==> src/rtl/quad_velocity_estimator_if.sv <==
// Bus between the quadrature velocity estimator and its firmware-facing side:
// position input, run/ack controls and the registered velocity snapshot.
interface quad_velocity_estimator_if;
  logic [31:0] count_in;
  logic        enable;
  logic        ack;
  logic [15:0] vel1;
  logic [15:0] vel2;
  logic [15:0] filt1;
  logic [15:0] filt2;
  logic [31:0] pos_snap;
  logic        vel_valid;
  logic        data_ready;
  logic        overrun;
  logic [7:0]  seq;

  modport master (
    output count_in, enable, ack,
    input  vel1, vel2, filt1, filt2, pos_snap, vel_valid, data_ready, overrun, seq
  );

  modport slave (
    input  count_in, enable, ack,
    output vel1, vel2, filt1, filt2, pos_snap, vel_valid, data_ready, overrun, seq
  );
endinterface

==> src/rtl/quad_velocity_estimator.sv <==
// Dual-channel periodic velocity estimator: wrap-aware position deltas, IIR smoothing and a
// sticky ready/overrun snapshot handshake towards firmware.
module quad_velocity_estimator #(
  parameter int unsigned SAMPLE_CYCLES = 100000,
  parameter int unsigned FILT_SHIFT    = 2
) (
  input  logic                      clk,
  input  logic                      rst,
  quad_velocity_estimator_if.slave  bus
);

  localparam int unsigned TimerW = (SAMPLE_CYCLES > 1) ? $clog2(SAMPLE_CYCLES) : 1;

  typedef enum logic [1:0] {StPrime, StSeed, StRun} state_e;

  state_e state_q, state_d;

  logic [TimerW-1:0] timer_q, timer_d;
  logic [15:0]       prev1_q, prev1_d, prev2_q, prev2_d;
  logic [15:0]       vel1_q, vel1_d, vel2_q, vel2_d;
  logic [15:0]       filt1_q, filt1_d, filt2_q, filt2_d;
  logic [31:0]       pos_snap_q, pos_snap_d;
  logic              vel_valid_q, vel_valid_d;
  logic              data_ready_q, data_ready_d;
  logic              overrun_q, overrun_d;
  logic [7:0]        seq_q, seq_d;

  logic              tick;
  logic              upd;
  logic [15:0]       curr1, curr2;
  logic [15:0]       delta1, delta2;

  // 17-bit signed difference so the arithmetic shift floors correctly; result wraps at 16 bits.
  function automatic logic [15:0] filt_step(input logic [15:0] delta, input logic [15:0] filt);
    logic signed [16:0] diff;
    diff = $signed({delta[15], delta}) - $signed({filt[15], filt});
    return filt + 16'(diff >>> FILT_SHIFT);
  endfunction

  assign tick   = bus.enable && (timer_q == TimerW'(SAMPLE_CYCLES - 1));
  assign upd    = tick && (state_q != StPrime);
  assign curr1  = bus.count_in[15:0];
  assign curr2  = bus.count_in[31:16];
  // Modulo-2^16 subtraction makes the 0xFFFF/0x0000 encoder wrap seamless.
  assign delta1 = curr1 - prev1_q;
  assign delta2 = curr2 - prev2_q;

  // State register
  always_ff @(posedge clk) begin
    if (rst) begin
      state_q <= StPrime;
    end else begin
      state_q <= state_d;
    end
  end

  // Next-state logic
  always_comb begin
    state_d = state_q;
    if (!bus.enable) begin
      state_d = StPrime;
    end else if (tick) begin
      unique case (state_q)
        StPrime: state_d = StSeed;
        StSeed:  state_d = StRun;
        StRun:   state_d = StRun;
        default: state_d = StPrime;
      endcase
    end
  end

  // Datapath / output next-state logic
  always_comb begin
    timer_d      = timer_q;
    prev1_d      = prev1_q;
    prev2_d      = prev2_q;
    vel1_d       = vel1_q;
    vel2_d       = vel2_q;
    filt1_d      = filt1_q;
    filt2_d      = filt2_q;
    pos_snap_d   = pos_snap_q;
    vel_valid_d  = upd;
    data_ready_d = data_ready_q;
    overrun_d    = overrun_q;
    seq_d        = seq_q;

    if (!bus.enable) begin
      timer_d = '0;
    end else if (tick) begin
      timer_d = '0;
    end else begin
      timer_d = timer_q + TimerW'(1);
    end

    if (tick) begin
      prev1_d = curr1;
      prev2_d = curr2;
    end

    if (upd) begin
      vel1_d     = delta1;
      vel2_d     = delta2;
      pos_snap_d = bus.count_in;
      seq_d      = seq_q + 8'd1;
      if (state_q == StSeed) begin
        filt1_d = delta1;
        filt2_d = delta2;
      end else begin
        filt1_d = filt_step(delta1, filt1_q);
        filt2_d = filt_step(delta2, filt2_q);
      end
    end

    // A new snapshot takes priority over a coincident acknowledge.
    if (upd) begin
      data_ready_d = 1'b1;
    end else if (bus.ack) begin
      data_ready_d = 1'b0;
    end

    if (upd && data_ready_q && !bus.ack) begin
      overrun_d = 1'b1;
    end else if (bus.ack && data_ready_q) begin
      overrun_d = 1'b0;
    end
  end

  always_ff @(posedge clk) begin
    if (rst) begin
      timer_q      <= '0;
      prev1_q      <= '0;
      prev2_q      <= '0;
      vel1_q       <= '0;
      vel2_q       <= '0;
      filt1_q      <= '0;
      filt2_q      <= '0;
      pos_snap_q   <= '0;
      vel_valid_q  <= 1'b0;
      data_ready_q <= 1'b0;
      overrun_q    <= 1'b0;
      seq_q        <= '0;
    end else begin
      timer_q      <= timer_d;
      prev1_q      <= prev1_d;
      prev2_q      <= prev2_d;
      vel1_q       <= vel1_d;
      vel2_q       <= vel2_d;
      filt1_q      <= filt1_d;
      filt2_q      <= filt2_d;
      pos_snap_q   <= pos_snap_d;
      vel_valid_q  <= vel_valid_d;
      data_ready_q <= data_ready_d;
      overrun_q    <= overrun_d;
      seq_q        <= seq_d;
    end
  end

  // Output drive
  always_comb begin
    bus.vel1       = vel1_q;
    bus.vel2       = vel2_q;
    bus.filt1      = filt1_q;
    bus.filt2      = filt2_q;
    bus.pos_snap   = pos_snap_q;
    bus.vel_valid  = vel_valid_q;
    bus.data_ready = data_ready_q;
    bus.overrun    = overrun_q;
    bus.seq        = seq_q;
  end

endmodule

==> src/flat_wrapper.sv <==
// flat-port wrapper written by rule: the top's interface ports become plain ports
module quad_velocity_estimator_flat 
#(
  parameter int unsigned SAMPLE_CYCLES = 100000,
  parameter int unsigned FILT_SHIFT    = 2
)
  (clk, rst, bus_count_in, bus_enable, bus_ack, bus_vel1, bus_vel2, bus_filt1, bus_filt2, bus_pos_snap, bus_vel_valid, bus_data_ready, bus_overrun, bus_seq);
  quad_velocity_estimator_if bus_i ();
  input  logic clk;
  input  logic rst;
  input wire logic [$bits(bus_i.count_in)-1:0] bus_count_in;
  input wire logic [$bits(bus_i.enable)-1:0] bus_enable;
  input wire logic [$bits(bus_i.ack)-1:0] bus_ack;
  output wire logic [$bits(bus_i.vel1)-1:0] bus_vel1;
  output wire logic [$bits(bus_i.vel2)-1:0] bus_vel2;
  output wire logic [$bits(bus_i.filt1)-1:0] bus_filt1;
  output wire logic [$bits(bus_i.filt2)-1:0] bus_filt2;
  output wire logic [$bits(bus_i.pos_snap)-1:0] bus_pos_snap;
  output wire logic [$bits(bus_i.vel_valid)-1:0] bus_vel_valid;
  output wire logic [$bits(bus_i.data_ready)-1:0] bus_data_ready;
  output wire logic [$bits(bus_i.overrun)-1:0] bus_overrun;
  output wire logic [$bits(bus_i.seq)-1:0] bus_seq;
  assign bus_i.count_in = bus_count_in;
  assign bus_i.enable = bus_enable;
  assign bus_i.ack = bus_ack;
  assign bus_vel1 = bus_i.vel1;
  assign bus_vel2 = bus_i.vel2;
  assign bus_filt1 = bus_i.filt1;
  assign bus_filt2 = bus_i.filt2;
  assign bus_pos_snap = bus_i.pos_snap;
  assign bus_vel_valid = bus_i.vel_valid;
  assign bus_data_ready = bus_i.data_ready;
  assign bus_overrun = bus_i.overrun;
  assign bus_seq = bus_i.seq;
  quad_velocity_estimator #(.SAMPLE_CYCLES(SAMPLE_CYCLES), .FILT_SHIFT(FILT_SHIFT)) u_core (.clk(clk), .rst(rst), .bus(bus_i));
endmodule
==> config.mk <==
export PLATFORM = sky130hd
export DESIGN_NAME = quad_velocity_estimator_flat
export DESIGN_NICKNAME = d
export VERILOG_FILES = /design/src/rtl/quad_velocity_estimator_if.sv /design/src/rtl/quad_velocity_estimator.sv /design/src/flat_wrapper.sv
export SDC_FILE = /design/constraint.sdc
export NUM_CORES = 1
export LEC_CHECK = 0
export ABC_AREA = 1
export BUFFER_PORTS_ARGS = -buffer_cell sky130_fd_sc_hd__buf_2
export CELL_PAD_IN_SITES_DETAIL_PLACEMENT = 0
export CELL_PAD_IN_SITES_GLOBAL_PLACEMENT = 1
export CORE_MARGIN = 2
export CORE_UTILIZATION = 47
export CTS_BUF_LIST = sky130_fd_sc_hd__clkbuf_2 sky130_fd_sc_hd__clkbuf_4 sky130_fd_sc_hd__clkbuf_8
export CTS_CLUSTER_DIAMETER = 100
export DETAILED_ROUTE_END_ITERATION = 16
export GPL_TIMING_DRIVEN = 0
export PLACE_DENSITY_LB_ADDON = 0.1
export SETUP_SLACK_MARGIN = 0.3
export SLEW_MARGIN = 20
export SYNTH_ARGS = -nofsm -noshare
export SYNTH_HDL_FRONTEND = slang
export SYNTH_SLANG_ARGS = --single-unit
==> constraint.sdc <==
create_clock -name clk -period 11 [get_ports clk]
set_input_delay 1.1 -clock clk [delete_from_list [all_inputs] [get_ports clk]]
set_output_delay 1.1 -clock clk [all_outputs]
set_load 0.05 [all_outputs]
-- After elaboration in Yosys (flattened, before gate mapping)
Cells that the tools add are included.
- muxes and demuxes: 7
- $add $sub $neg: 8
- reductions and logical operators: 13
- bitwise operators: 1
- equal/unequal tests: 3
- operators by type and width (kind ; count):
    16-bit by 16-bit subtractor with 17-bit output ; 2
    16-bit adder ; 2
    16-bit 2-to-1 mux ; 2
    16-bit subtractor ; 2
    17-bit by 1-bit adder with 17-bit output (second input constant) ; 1
    17-bit == test (second input constant) ; 1
    8-bit by 1-bit adder with 8-bit output (second input constant) ; 1
    2-bit nonzero test ; 3
    1-bit logical AND ; 5
    1-bit 2-to-1 mux ; 4
    2-bit one-hot mux with 2 select lines ; 1
    2-bit OR reduction ; 2
    3-bit OR reduction ; 1
    2-bit by 1-bit == test with 1-bit output (second input constant) ; 1
    2-bit == test (second input constant) ; 1
    2-bit zero test ; 1
    1-bit zero test ; 1
    1-bit inverter ; 1
- register bits after elaboration: 158
- output and inout port bits: 107
- logic and storage cells: 45
- input bits: 36

-- Logic depth before layout (Yosys ltp)
- word-level depth: 6
- mapped depth: 34
- gate-level depth less buffers: 34

-- Worst setup path before layout
OpenSTA, ideal clock, no wires.
- kind: input-to-reg
- start: in bus_count_in[0]
- end: reg u_core.filt1_q[15], in the netlist u_core.bus.filt1[15]
- path buffers: 0
- path slack: 6.014 ns
- data arrival time: 4.876 ns
- library setup time: 0.110 ns
- stages on the path: 26
- cells stage by stage: inv_1 ha_1 fa_1 o21ai_1 a31oi_1 o21ai_1 a21oi_1 xor2_1 ha_1 nand2_1 o21ai_0 a21oi_1 o21bai_1 a21oi_1 xor2_1 ha_1 inv_1 nor3_1 nand3_1 nand3_1 nand3b_1 nand2_1 nand2_1 nand3_1 nand2_1 inv_1
- cells in the longest elaborated chain, start to end: 4
- RTL lines (what ; RTL line ; source):
    from (decl) ; flat_wrapper.sv:11 ; input wire logic [$bits(bus_i.count_in)-1:0] bus_count_in;
    16-bit subtractor ; quad_velocity_estimator.sv:45 ; assign delta1 = curr1 - prev1_q;
    named net u_core.delta1[10] ; quad_velocity_estimator.sv:31 ; logic [15:0] delta1, delta2;
    16-bit by 16-bit subtractor with 17-bit output ; quad_velocity_estimator.sv:36 ; diff = $signed({delta[15], delta}) - $signed({filt[15], filt});
    16-bit adder ; quad_velocity_estimator.sv:37 ; return filt + 16'(diff >>> FILT_SHIFT);
    16-bit 2-to-1 mux ; quad_velocity_estimator.sv:105 ; if (state_q == StSeed) begin
    to (signal assigned) ; quad_velocity_estimator.sv:148 ; filt1_q <= filt1_d;
    to (decl) ; quad_velocity_estimator.sv:21 ; logic [15:0] filt1_q, filt1_d, filt2_q, filt2_d;
The timed path passes the listed nets, and every way through them passes these cells.
A chain may end at the register's enable or synchronous reset.

-- Worst setup path after layout
Same ends and word-level chain as after synthesis.

==> results.json <==
{
  "outcome": "completed",
  "cp.arrival_ps": 5790,
  "ys_top_cells_by_area": "dfxtp_1, ha_1, nand2_1, inv_1, a21oi_1",
  "p_leak_uw": 0.005804,
  "critPathLaunchType": "primary input",
  "num_io_pins": 143,
  "grtUsageTotal_pct": 27.77,
  "relSlewSlack_pct": 42.31,
  "drv_slew": 0,
  "root_buffer": "clkbuf_8",
  "cts_tree": "done",
  "dieArea_um2": 23440,
  "setup_viol": 0,
  "cts_max_level": 4,
  "rows": 54,
  "avgSynthCellArea_um2": 7.068,
  "yosysSeqAreaShare_pct": 30.28,
  "hp-class": "reg2reg",
  "dr.pass1.iters": 6,
  "synthArstFlopShare_pct": 0,
  "nFillCells": 2250,
  "worst_ep_required_time_ps": 11380,
  "setup_tns_ps": 0,
  "ff2ff_setup_slack_ps": 6090,
  "grt_pass1_wl_um": 51730,
  "ys.warnings.count": 0,
  "route.detailed.drc": 0,
  "first_iter_violations": 627,
  "syn_to_final_growth_pct": 13.87,
  "start_util_pct": 47.87,
  "coreArea_um2": 21820,
  "post_drt_wl_per_cell_um": 16.97,
  "dr_wl_met2_um": 15070,
  "fp.dieW_um": 153.1,
  "powerDensity_nw_per_um2": 113.3,
  "gp_congestion": 0.9321,
  "diodes": 0,
  "cts-resized-gates": 0,
  "antenna_found_initial": 0,
  "wl_met3_um": 1720,
  "port_buffers": 141,
  "r2r-start": "u_core.prev1_q[0]",
  "ys_types": 49,
  "finish.utilization_pct": 54.51,
  "synth_ff_type": "dfxtp_1",
  "maxCapViolCount": 0,
  "die_h_um": 153.1,
  "clkLatencyLatePin_ps": 470,
  "postCtsSetupBuffers": 0,
  "numCtsBuffers": 17,
  "yosys.area.top_type_share_pct": 30.28,
  "dpl.hpwl_um": 25920,
  "hp-start": "u_core.prev2_q[14]",
  "cp_max_fo": 4,
  "vdd_drop_max_v": 0.00006833,
  "skew_ps": 19.83,
  "clkSinkCount": 158,
  "synth_edf_count": 0,
  "synth_top_area_cell": "dfxtp_1",
  "num_vias": 10230,
  "crit_start": "bus_count_in[0]",
  "synth.cell_area_um2": 10450,
  "grt_setup_unrepaired": "no",
  "crit_type": "in2reg",
  "drt-total-wl_um": 32780,
  "hold_viol": 0,
  "period_needed_ps": 5412,
  "ant_nets": 0,
  "holdBufCountCts": 0,
  "dpl_worst_slack_ps": 5102,
  "worst_pin_slew_ps": 865.4,
  "grt_start_max_net_pins": 18,
  "path_clk_slew_ps": 110,
  "fin_crit_sh_pct": 49.20,
  "synth-seq-cells": 158,
  "wl_met1_um": 15450,
  "syn_nets": 1618,
  "drt-vias-per-instance": 5.298,
  "endpoint_kind": "flip-flop",
  "grt_pass1_vias": 9644,
  "synth_most_common_cell": "nand2_1",
  "fin_ws_ps": 5588,
  "nets": 1778,
  "netlist_top_cells_count": "nand2_1, inv_1, dfxtp_1",
  "synthCells": 1478,
  "fmax_mhz": 184.8,
  "top_layer": "met4",
  "clockBufferDepth": 2,
  "final_layout_size_suffix_gt1_share_pct": 12.90,
  "grt.overflow.total": 0
}
## report_power, final
part           switching [uW]  total, uW  internal (uW)
logic                     216        331            115
registers               0.237        572            572
clock network             268        444            176
total                     484       1350            864
## cell type report
cell class	count	area (um^2)	share of cell area [%]
well taps	280	350.3	2.945
repair buffers	141	705.7	5.932
clock inverters	14	145.1	1.220
inverters	216	810.8	6.816
flip-flops and latches	158	3163	26.59
clock buffers	18	247.7	2.083
plain buffers	44	209.0	1.757
multi-input cells	1060	6264	52.66
## routing by layer
metal,track usage (%),vias to the layer above
li1,-,5235
met1,38.40,4708
met2,45.60,258
met3,4.083,30
met4,6.966,0
met5,0,-
## worst max-delay path, cell delays in order
cell	delay (ps)
buf_2	70
inv_1	70
ha_1	260
fa_1	430
o21ai_1	290
a31oi_1	210
o21ai_1	260
a21oi_1	120
xor2_1	400
ha_1	270
nand2_1	110
o21ai_0	360
a21oi_1	130
o21bai_1	220
a21oi_1	110
xor2_1	180
ha_1	310
inv_1	70
nor3_1	240
nand3_1	110
nand3_1	100
nand3b_1	110
nand2_1	50
nand2_1	50
nand3_1	60
nand2_1	60
inv_1	40
## worst paths after layout
check	endpoint	cells after the start
min	u_core.prev2_q[14]	2
max	u_core.bus.filt1[15]	27
max reg2reg	u_core.bus.filt1[15]	25
min reg2reg	u_core.prev2_q[14]	2
## flip-flops by register name (all words and copies together) (netlist names)
| name | flops |
|---|---|
| u_core.bus.data_ready | 1 |
| u_core.bus.filt1 | 16 |
| u_core.bus.filt2 | 16 |
| u_core.bus.overrun | 1 |
| u_core.bus.pos_snap | 32 |
| u_core.bus.seq | 8 |
| u_core.bus.vel1 | 16 |
| u_core.bus.vel2 | 16 |
| u_core.bus.vel_valid | 1 |
| u_core.prev1_q | 16 |
| u_core.prev2_q | 16 |
| u_core.state_q | 2 |
| u_core.timer_q | 17 |
## layout by cell type (no fill, tap or decap), types with 5 or more instances in the layout
cell type,Yosys,routed
o21ai_1,13,13
inv_8,0,5
o221ai_1,5,5
o21bai_1,20,20
xor2_1,46,46
nor3b_1,6,6
a211oi_1,10,10
a21o_1,14,14
nor3_1,29,29
dfxtp_1,158,158
o21ai_0,130,130
a31oi_1,11,11
clkbuf_1,28,28
inv_1,212,212
buf_2,8,149
nand3b_1,5,5
nand3_1,93,93
a21oi_1,145,145
clkbuf_8,0,18
xnor2_1,23,23
nor2_1,105,105
ha_1,100,100
nand2_1,250,250
## cell families (layout without fill, tap and decap cells)
family                     Yosys count  in the layout  share of synthesized area [%]
buffers and inverters              260            433                          9.762
AOI/OAI and AO/OA                  372            372                          19.92
xor gates and xnor gates            69             69                          5.785
DFF                                158            158                          30.28
and+or+nand+nor                    514            514                          21.42
muxes                                1              1                        0.09582
adders and majority gates          104            104                          12.74
## metrics by stage
stage / cells / total power [uW] / hold slack [ps] / instance area (um^2)
5_1_grt: 1931 / 1418 / 484.5 / 11900
6_report: 1931 / 1347 / 460.4 / 11900
2_1_floorplan: 1478 / 826.0 / 417.6 / 10450
3_3_place_gp: 1899 / 909.2 / 430.5 / 11500
4_1_cts: 1931 / 1352 / 465.9 / 11900
3_5_place_dp: 1899 / 909.7 / 444.9 / 11500
(Power assumes the default switching activity.)
